## config.mk

```make
export PLATFORM = sky130hd
export DESIGN_NAME = ddr_rd_stream
export DESIGN_NICKNAME = d
export VERILOG_FILES = /design/src/rtl/ddr_rd_stream.sv
export SDC_FILE = /design/constraint.sdc
export NUM_CORES = 2
export LEC_CHECK = 0
export CORE_UTILIZATION = 40
export DETAILED_ROUTE_END_ITERATION = 12
export PLACE_DENSITY = 0.66
export SYNTH_ARGS = -nofsm -noshare
export SYNTH_HDL_FRONTEND = slang
export SYNTH_SLANG_ARGS = --single-unit
```

## constraint.sdc

```tcl
create_clock -name clk -period 4.9 [get_ports clk]
set_clock_uncertainty 0.05 [all_clocks]
set_input_delay 0.98 -clock clk [delete_from_list [all_inputs] [get_ports clk]]
set_output_delay 0.98 -clock clk [all_outputs]
set_load 0.02 [all_outputs]
```

## src/rtl/ddr_rd_stream.sv

```systemverilog
// ddr_rd_stream: fetches conf_trans_num DDR words in credit-limited bursts and
// streams them, in address order, through a first-word-fall-through FIFO.
module ddr_rd_stream #(
    parameter int FIFO_DEPTH = 32,
    parameter int MAX_BURST  = 16,
    parameter int AXI_ADDR_W = 32,
    parameter int DDR_W      = 64
) (
    input  logic                  clk,
    input  logic                  rst,
    input  logic                  start,
    output logic                  done,
    input  logic [AXI_ADDR_W-1:0] conf_addr,
    input  logic [7:0]            conf_trans_num,
    output logic                  ddr_rd_req,
    input  logic                  ddr_rd_gnt,
    output logic [AXI_ADDR_W-1:0] ddr_rd_addr,
    output logic [3:0]            ddr_rd_len,
    input  logic [DDR_W-1:0]      ddr_rd_data,
    input  logic                  ddr_rd_valid,
    output logic [DDR_W-1:0]      ddr_data,
    output logic                  ddr_valid,
    input  logic                  ddr_ready
);

    localparam int AW = $clog2(FIFO_DEPTH);
    localparam int CW = AW + 1;
    localparam int LW = $clog2(MAX_BURST) + 1;
    localparam logic [AXI_ADDR_W-1:0] BYTES = AXI_ADDR_W'(DDR_W / 8);

    localparam logic [1:0] IDLE  = 2'd0;
    localparam logic [1:0] REQ   = 2'd1;
    localparam logic [1:0] DRAIN = 2'd2;

    logic [1:0]            state;
    logic [AXI_ADDR_W-1:0] next_addr;
    logic [7:0]            remaining;
    logic [7:0]            total;
    logic [7:0]            popped;
    logic [CW-1:0]         outstanding;
    logic [CW-1:0]         fifo_count;
    logic [AW-1:0]         wr_ptr;
    logic [AW-1:0]         rd_ptr;
    logic [DDR_W-1:0]      mem [FIFO_DEPTH];

    logic [LW-1:0]         burst_len;
    logic [CW:0]           free_cnt;
    logic                  can_issue;
    logic                  grant;
    logic                  rd_accept;
    logic                  fifo_full;
    logic                  push;
    logic                  pop;
    logic                  last_pop;

    assign ddr_valid = (fifo_count != '0);
    assign ddr_data  = mem[rd_ptr];

    // Burst sizing, credit and handshake decode
    always_comb begin
        burst_len = (32'(remaining) >= 32'(MAX_BURST)) ? LW'(MAX_BURST) : LW'(remaining);
        free_cnt  = (CW+1)'(FIFO_DEPTH) - {1'b0, fifo_count} - {1'b0, outstanding};
        can_issue = (state == REQ) && !ddr_rd_req && (remaining != 8'd0) &&
                    (32'(free_cnt) >= 32'(burst_len));
        grant     = ddr_rd_req && ddr_rd_gnt;
        // Beats arriving with nothing outstanding are stale (pre-reset) and ignored.
        rd_accept = ddr_rd_valid && (outstanding != '0);
        fifo_full = (fifo_count == CW'(FIFO_DEPTH));
        push      = rd_accept && (!fifo_full || pop);
        pop       = ddr_valid && ddr_ready;
        last_pop  = pop && (state == DRAIN) && ((popped + 8'd1) == total);
    end

    // Transfer FSM, request issue and done pulse
    always_ff @(posedge clk) begin
        if (rst) begin
            state       <= IDLE;
            done        <= 1'b0;
            next_addr   <= '0;
            remaining   <= '0;
            total       <= '0;
            popped      <= '0;
            ddr_rd_req  <= 1'b0;
            ddr_rd_addr <= '0;
            ddr_rd_len  <= '0;
        end else begin
            done <= 1'b0;
            case (state)
                IDLE: begin
                    if (start) begin
                        if (conf_trans_num == 8'd0) begin
                            done <= 1'b1;
                        end else begin
                            state     <= REQ;
                            next_addr <= conf_addr;
                            remaining <= conf_trans_num;
                            total     <= conf_trans_num;
                            popped    <= '0;
                        end
                    end
                end
                REQ: begin
                    if (pop) popped <= popped + 8'd1;
                    if (can_issue) begin
                        ddr_rd_req  <= 1'b1;
                        ddr_rd_addr <= next_addr;
                        ddr_rd_len  <= 4'(burst_len - LW'(1));
                    end
                    if (grant) begin
                        ddr_rd_req <= 1'b0;
                        next_addr  <= next_addr + AXI_ADDR_W'(burst_len) * BYTES;
                        remaining  <= remaining - 8'(burst_len);
                        if (remaining == 8'(burst_len)) state <= DRAIN;
                    end
                end
                DRAIN: begin
                    if (pop) popped <= popped + 8'd1;
                    if (last_pop) begin
                        state <= IDLE;
                        done  <= 1'b1;
                    end
                end
                default: state <= IDLE;
            endcase
        end
    end

    // Outstanding-beat and FIFO occupancy bookkeeping
    always_ff @(posedge clk) begin
        if (rst) begin
            outstanding <= '0;
            fifo_count  <= '0;
            wr_ptr      <= '0;
            rd_ptr      <= '0;
        end else begin
            outstanding <= outstanding + (grant ? CW'(burst_len) : '0) -
                           (rd_accept ? CW'(1) : '0);
            if (push && !pop) fifo_count <= fifo_count + CW'(1);
            else if (pop && !push) fifo_count <= fifo_count - CW'(1);
            if (push) wr_ptr <= wr_ptr + AW'(1);
            if (pop) rd_ptr <= rd_ptr + AW'(1);
        end
    end

    // FIFO storage, written on every accepted read beat
    always_ff @(posedge clk) begin
        if (push) mem[wr_ptr] <= ddr_rd_data;
    end

    // A beat that finds the FIFO full with no pop would be lost; credit gating must prevent it.
    a_no_overflow: assert property (@(posedge clk) disable iff (rst)
        !(rd_accept && fifo_full && !pop));

endmodule

```

==> run_results.csv <==
group,metric,value,unit
place,portBuffers,212,
clock_tree,max-clock-path-buffers,3,
layout,design_area,99600,sq um
detailed_routing,viasPerCell,5.78,
power_and_ir_drop,ir_worst_vdd,0.468,mV
worst_setup_path,max_stage_delay,540,ps
flow_run,drv_cap,0,
synth,synthTopCellsByArea,"edfxtp_1 73%, mux4_2 17%, dfxtp_1 2.9%",
worst_setup_path,critical_path_class,"register to output port",
synth,synth_top_area_share,72.7,%
worst_setup_path,rr_endpoint,"ddr_rd_len[3]",
clock_tree,path_clk_slew,60,ps
worst_setup_path,r2r_start,"fifo_count[1]",
worst_setup_path,worst_setup_path_end_kind,"output port",
detailed_routing,wl,213000,um
layout,drive_gt1_share,27.9,%
clock_tree,cts_max_level,4,
worst_setup_path,start_kind,"register",
clock_tree,numCtsBuffers,213,
detailed_routing,first_iter_violations,4729,
worst_setup_path,critPathMaxFanout,22,
worst_setup_path,reg2reg_depth,13,
place,place_hpwl,108000,um
timing,timing.fmax,209,MHz
grt,grt_max_degree,79,
grt,grt_antenna_before_repair,31,
layout,fin_util,47.5,%
timing,setup_violations,0,
timing,worst_pin_slew,1100,ps
layout,fin_nets,4365,
timing,rsz0062_at_grt,"true",
clock_tree,root_buffer,"clkbuf_16",
detailed_routing,drc_errors,0,
floorplan,fp.dieW,462,um
clock_tree,clock_latency,880,ps
grt,gr-total-overflow,0,
floorplan,io_pins,213,
timing,finalHoldViolCount,0,
min_path,hold_path.class,"register to register",
detailed_routing,num_vias,41600,
clock_tree,hold_buffers,0,
status,status,"finished, final reports clean",
detailed_routing,ant_nets,0,
grt,grt_pass1_vias,42300,
synth,syn_area,84600,sq um
synth,yosysSeqAreaShare,75.6,%
floorplan,dieArea,213000,sq um
synth,synth-seq-cells,2171,
timing,post-route-period-util,97.7,%
floorplan,core_area,210000,sq um
synth,netlist_instances,3828,
grt,gr-usage-met1,27.0,%
power_and_ir_drop,p_total,49.3,mW
floorplan,num_rows,168,
timing,period_needed,4790,ps
grt,grt_use_met2,32.0,%
synth,synthArstFlopShare,0,%
worst_setup_path,cp.required,3870,ps
timing,worst_slack,111,ps
timing,slew_viol_final,0,
clock_tree,cts_tree,"built",
grt,grt_busiest_layer,"met2",
layout,nFillCells,17000,
detailed_routing,wl_per_cell,29.6,um
layout,area_delta_synth_final,17.7,%
power_and_ir_drop,p_leak,30.4,nW
detailed_routing,drt-pass1-iter-count,6,
floorplan,initial_core_util,40.3,%
clock_tree,cts_sinks,2171,
worst_setup_path,crit_chain,"buf_16 > buf_12 > mux4_2 > mux4_2 > mux2_2 > clkdlybuf4s50_1",
timing,slew_headroom,26.2,%
power_and_ir_drop,power_density,495,nW/um^2
grt,use_met3,4.35,%
place,gp_congestion,0.785,
worst_setup_path,worst_path_max_delay_cell,"mux4_2",
synth,synth_area_leader_cell,"edfxtp_1",
synth,synth_top_flop_cell,"edfxtp_1",
synth,synth_cell_type_count,74,
worst_setup_path,crit_top_cell,"mux4_2",
grt,grt_pass1_wl,302000,um
worst_setup_path,arrival,3760,ps
grt,grt_usage,19.9,%
floorplan,die_h,462,um
synth,synth_edf_count,2048,
place,dp_slack,709,ps
synth,yosys_warnings,0,
place,placed_area,91800,sq um
synth,syn-num-nets,3987,
timing,fin_tns_setup,0,ps
synth,syn_area_per_cell,22.1,sq um
worst_setup_path,r2r_setup_slack,1240,ps
worst_setup_path,endpoint,"ddr_data[32]",
==> critical path: cells and delay by family, from the launching register on <==
family	cells	cell delay, ps
DFF	1	440
buffers and inverters	3	1060
muxes	3	1330
==> cells in the final DEF (no fill, tap or decap), drive strengths merged, types with 17 or more instances in the layout <==
master / synthesis / routed
buf: 56 / 152
mux2: 67 / 67
clkinv: 1 / 106
mux4: 640 / 640
nand2: 68 / 68
nor2: 109 / 109
clkbuf: 151 / 260
inv: 47 / 53
ha: 46 / 46
a21oi: 80 / 80
o21ai: 59 / 59
nand3: 46 / 46
dfxtp: 123 / 123
bufinv: 0 / 32
a22oi: 24 / 24
clkdlybuf4s50: 0 / 187
nand4: 19 / 19
edfxtp: 2048 / 2048
xnor2: 17 / 17
mux2i: 19 / 19
==> kinds of logic (layout without fill, tap and decap cells) <==
| group | Yosys count | count (layout) | share of synthesized area (%) |
|---|---|---|---|
| and+or+nand+nor | 331 | 331 | 1.91 |
| adders and majority gates | 49 | 49 | 0.751 |
| buffers and inverters | 255 | 816 | 1.17 |
| xor gates and xnor gates | 34 | 34 | 0.368 |
| DFF | 2171 | 2171 | 75.6 |
| other | 1 | 11 | 0.00443 |
| muxes | 726 | 726 | 18.2 |
| AOI/OAI and AO/OA | 261 | 261 | 2.03 |
==> how the worst min path moves through the flow <==
stage,startpoint,endpoint,slack (ps),cells past startpoint
6_report,total[0],total[0],430,2
5_1_grt,total[0],total[0],450,2
2_1_floorplan,next_addr[0],ddr_rd_addr[0],390,2
3_3_place_gp,next_addr[0],ddr_rd_addr[0],410,2
3_5_place_dp,next_addr[2],ddr_rd_addr[2],410,2
4_1_cts,total[0],total[0],430,2
==> state kept, by name (all words and copies together), names as in the netlist, 2 cells and up, named ones only <==
register,flops
next_addr,32
wr_ptr,5
remaining,8
state,2
mem,2048
outstanding,6
ddr_rd_addr,32
ddr_rd_len,4
fifo_count,6
total,8
rd_ptr,5
popped,8
==> power breakdown <==
group / leakage [nW] / total, mW / switching, mW / internal, mW
clock: 3.54 / 16.8 / 7.09 / 9.76
sequential: 19.4 / 21.3 / 0.349 / 20.9
combinational: 7.40 / 11.2 / 5.71 / 5.49
==> through the flow <==
| step | hold slack (ps) | cells |
|---|---|---|
| floorplan | 393 | 3828 |
| global placement | 413 | 6784 |
| detailed placement | 414 | 6784 |
| CTS | 425 | 7185 |
| global route | 447 | 7202 |
| finish | 426 | 7204 |
==> cells in the mapped netlist, types with 4 or more instances <==
cell and count:
edfxtp_1 2048, mux4_2 640, clkbuf_1 150, dfxtp_1 123
nor2_1 109, a21oi_1 80, mux2_2 67, nand2_1 67
o21ai_0 58, buf_1 50, inv_1 47, ha_1 46
nand3_1 45, a22oi_1 24, mux2i_1 19, nand4_1 19
xnor2_1 17, nor3_1 16, xor2_1 16, a211oi_1 14
a31oi_1 13, o211ai_1 11, or4_1 10, and3_1 9
a21o_1 8, and2_1 8, nor2b_1 7, nor4_1 7
nand3b_1 6, or3_1 6, a2111oi_0 5, a21boi_0 5
nand2b_1 5, o21a_1 5, a22o_1 4, o311a_1 4
==> metal layers <==
metal / share of wire [%] / up-vias
met5: 0.098 / -
met1: 40 / 22500
met3: 8.2 / 354
li1: - / 17000
met2: 49 / 1750
met4: 2.6 / 34
==> layout make-up <==
type	instances	area (sq um)	area share (%)
antenna	10	25.0	0.0251
timing repair buffer	370	4700	4.72
inverter	48	185	0.186
clock buffer	253	5510	5.53
sequential	2171	64000	64.2
clock inverter	145	1780	1.78
tap	2805	3510	3.52
multi-input combinational	1402	19900	20.0
==> what timing repair did <==
item	in CTS	in global routing
gates cloned	1	7
endpoints found under the setup margin	56	43
resized for setup	38	25
setup buffers	2	2
Power figures use the tool's default switching activity.
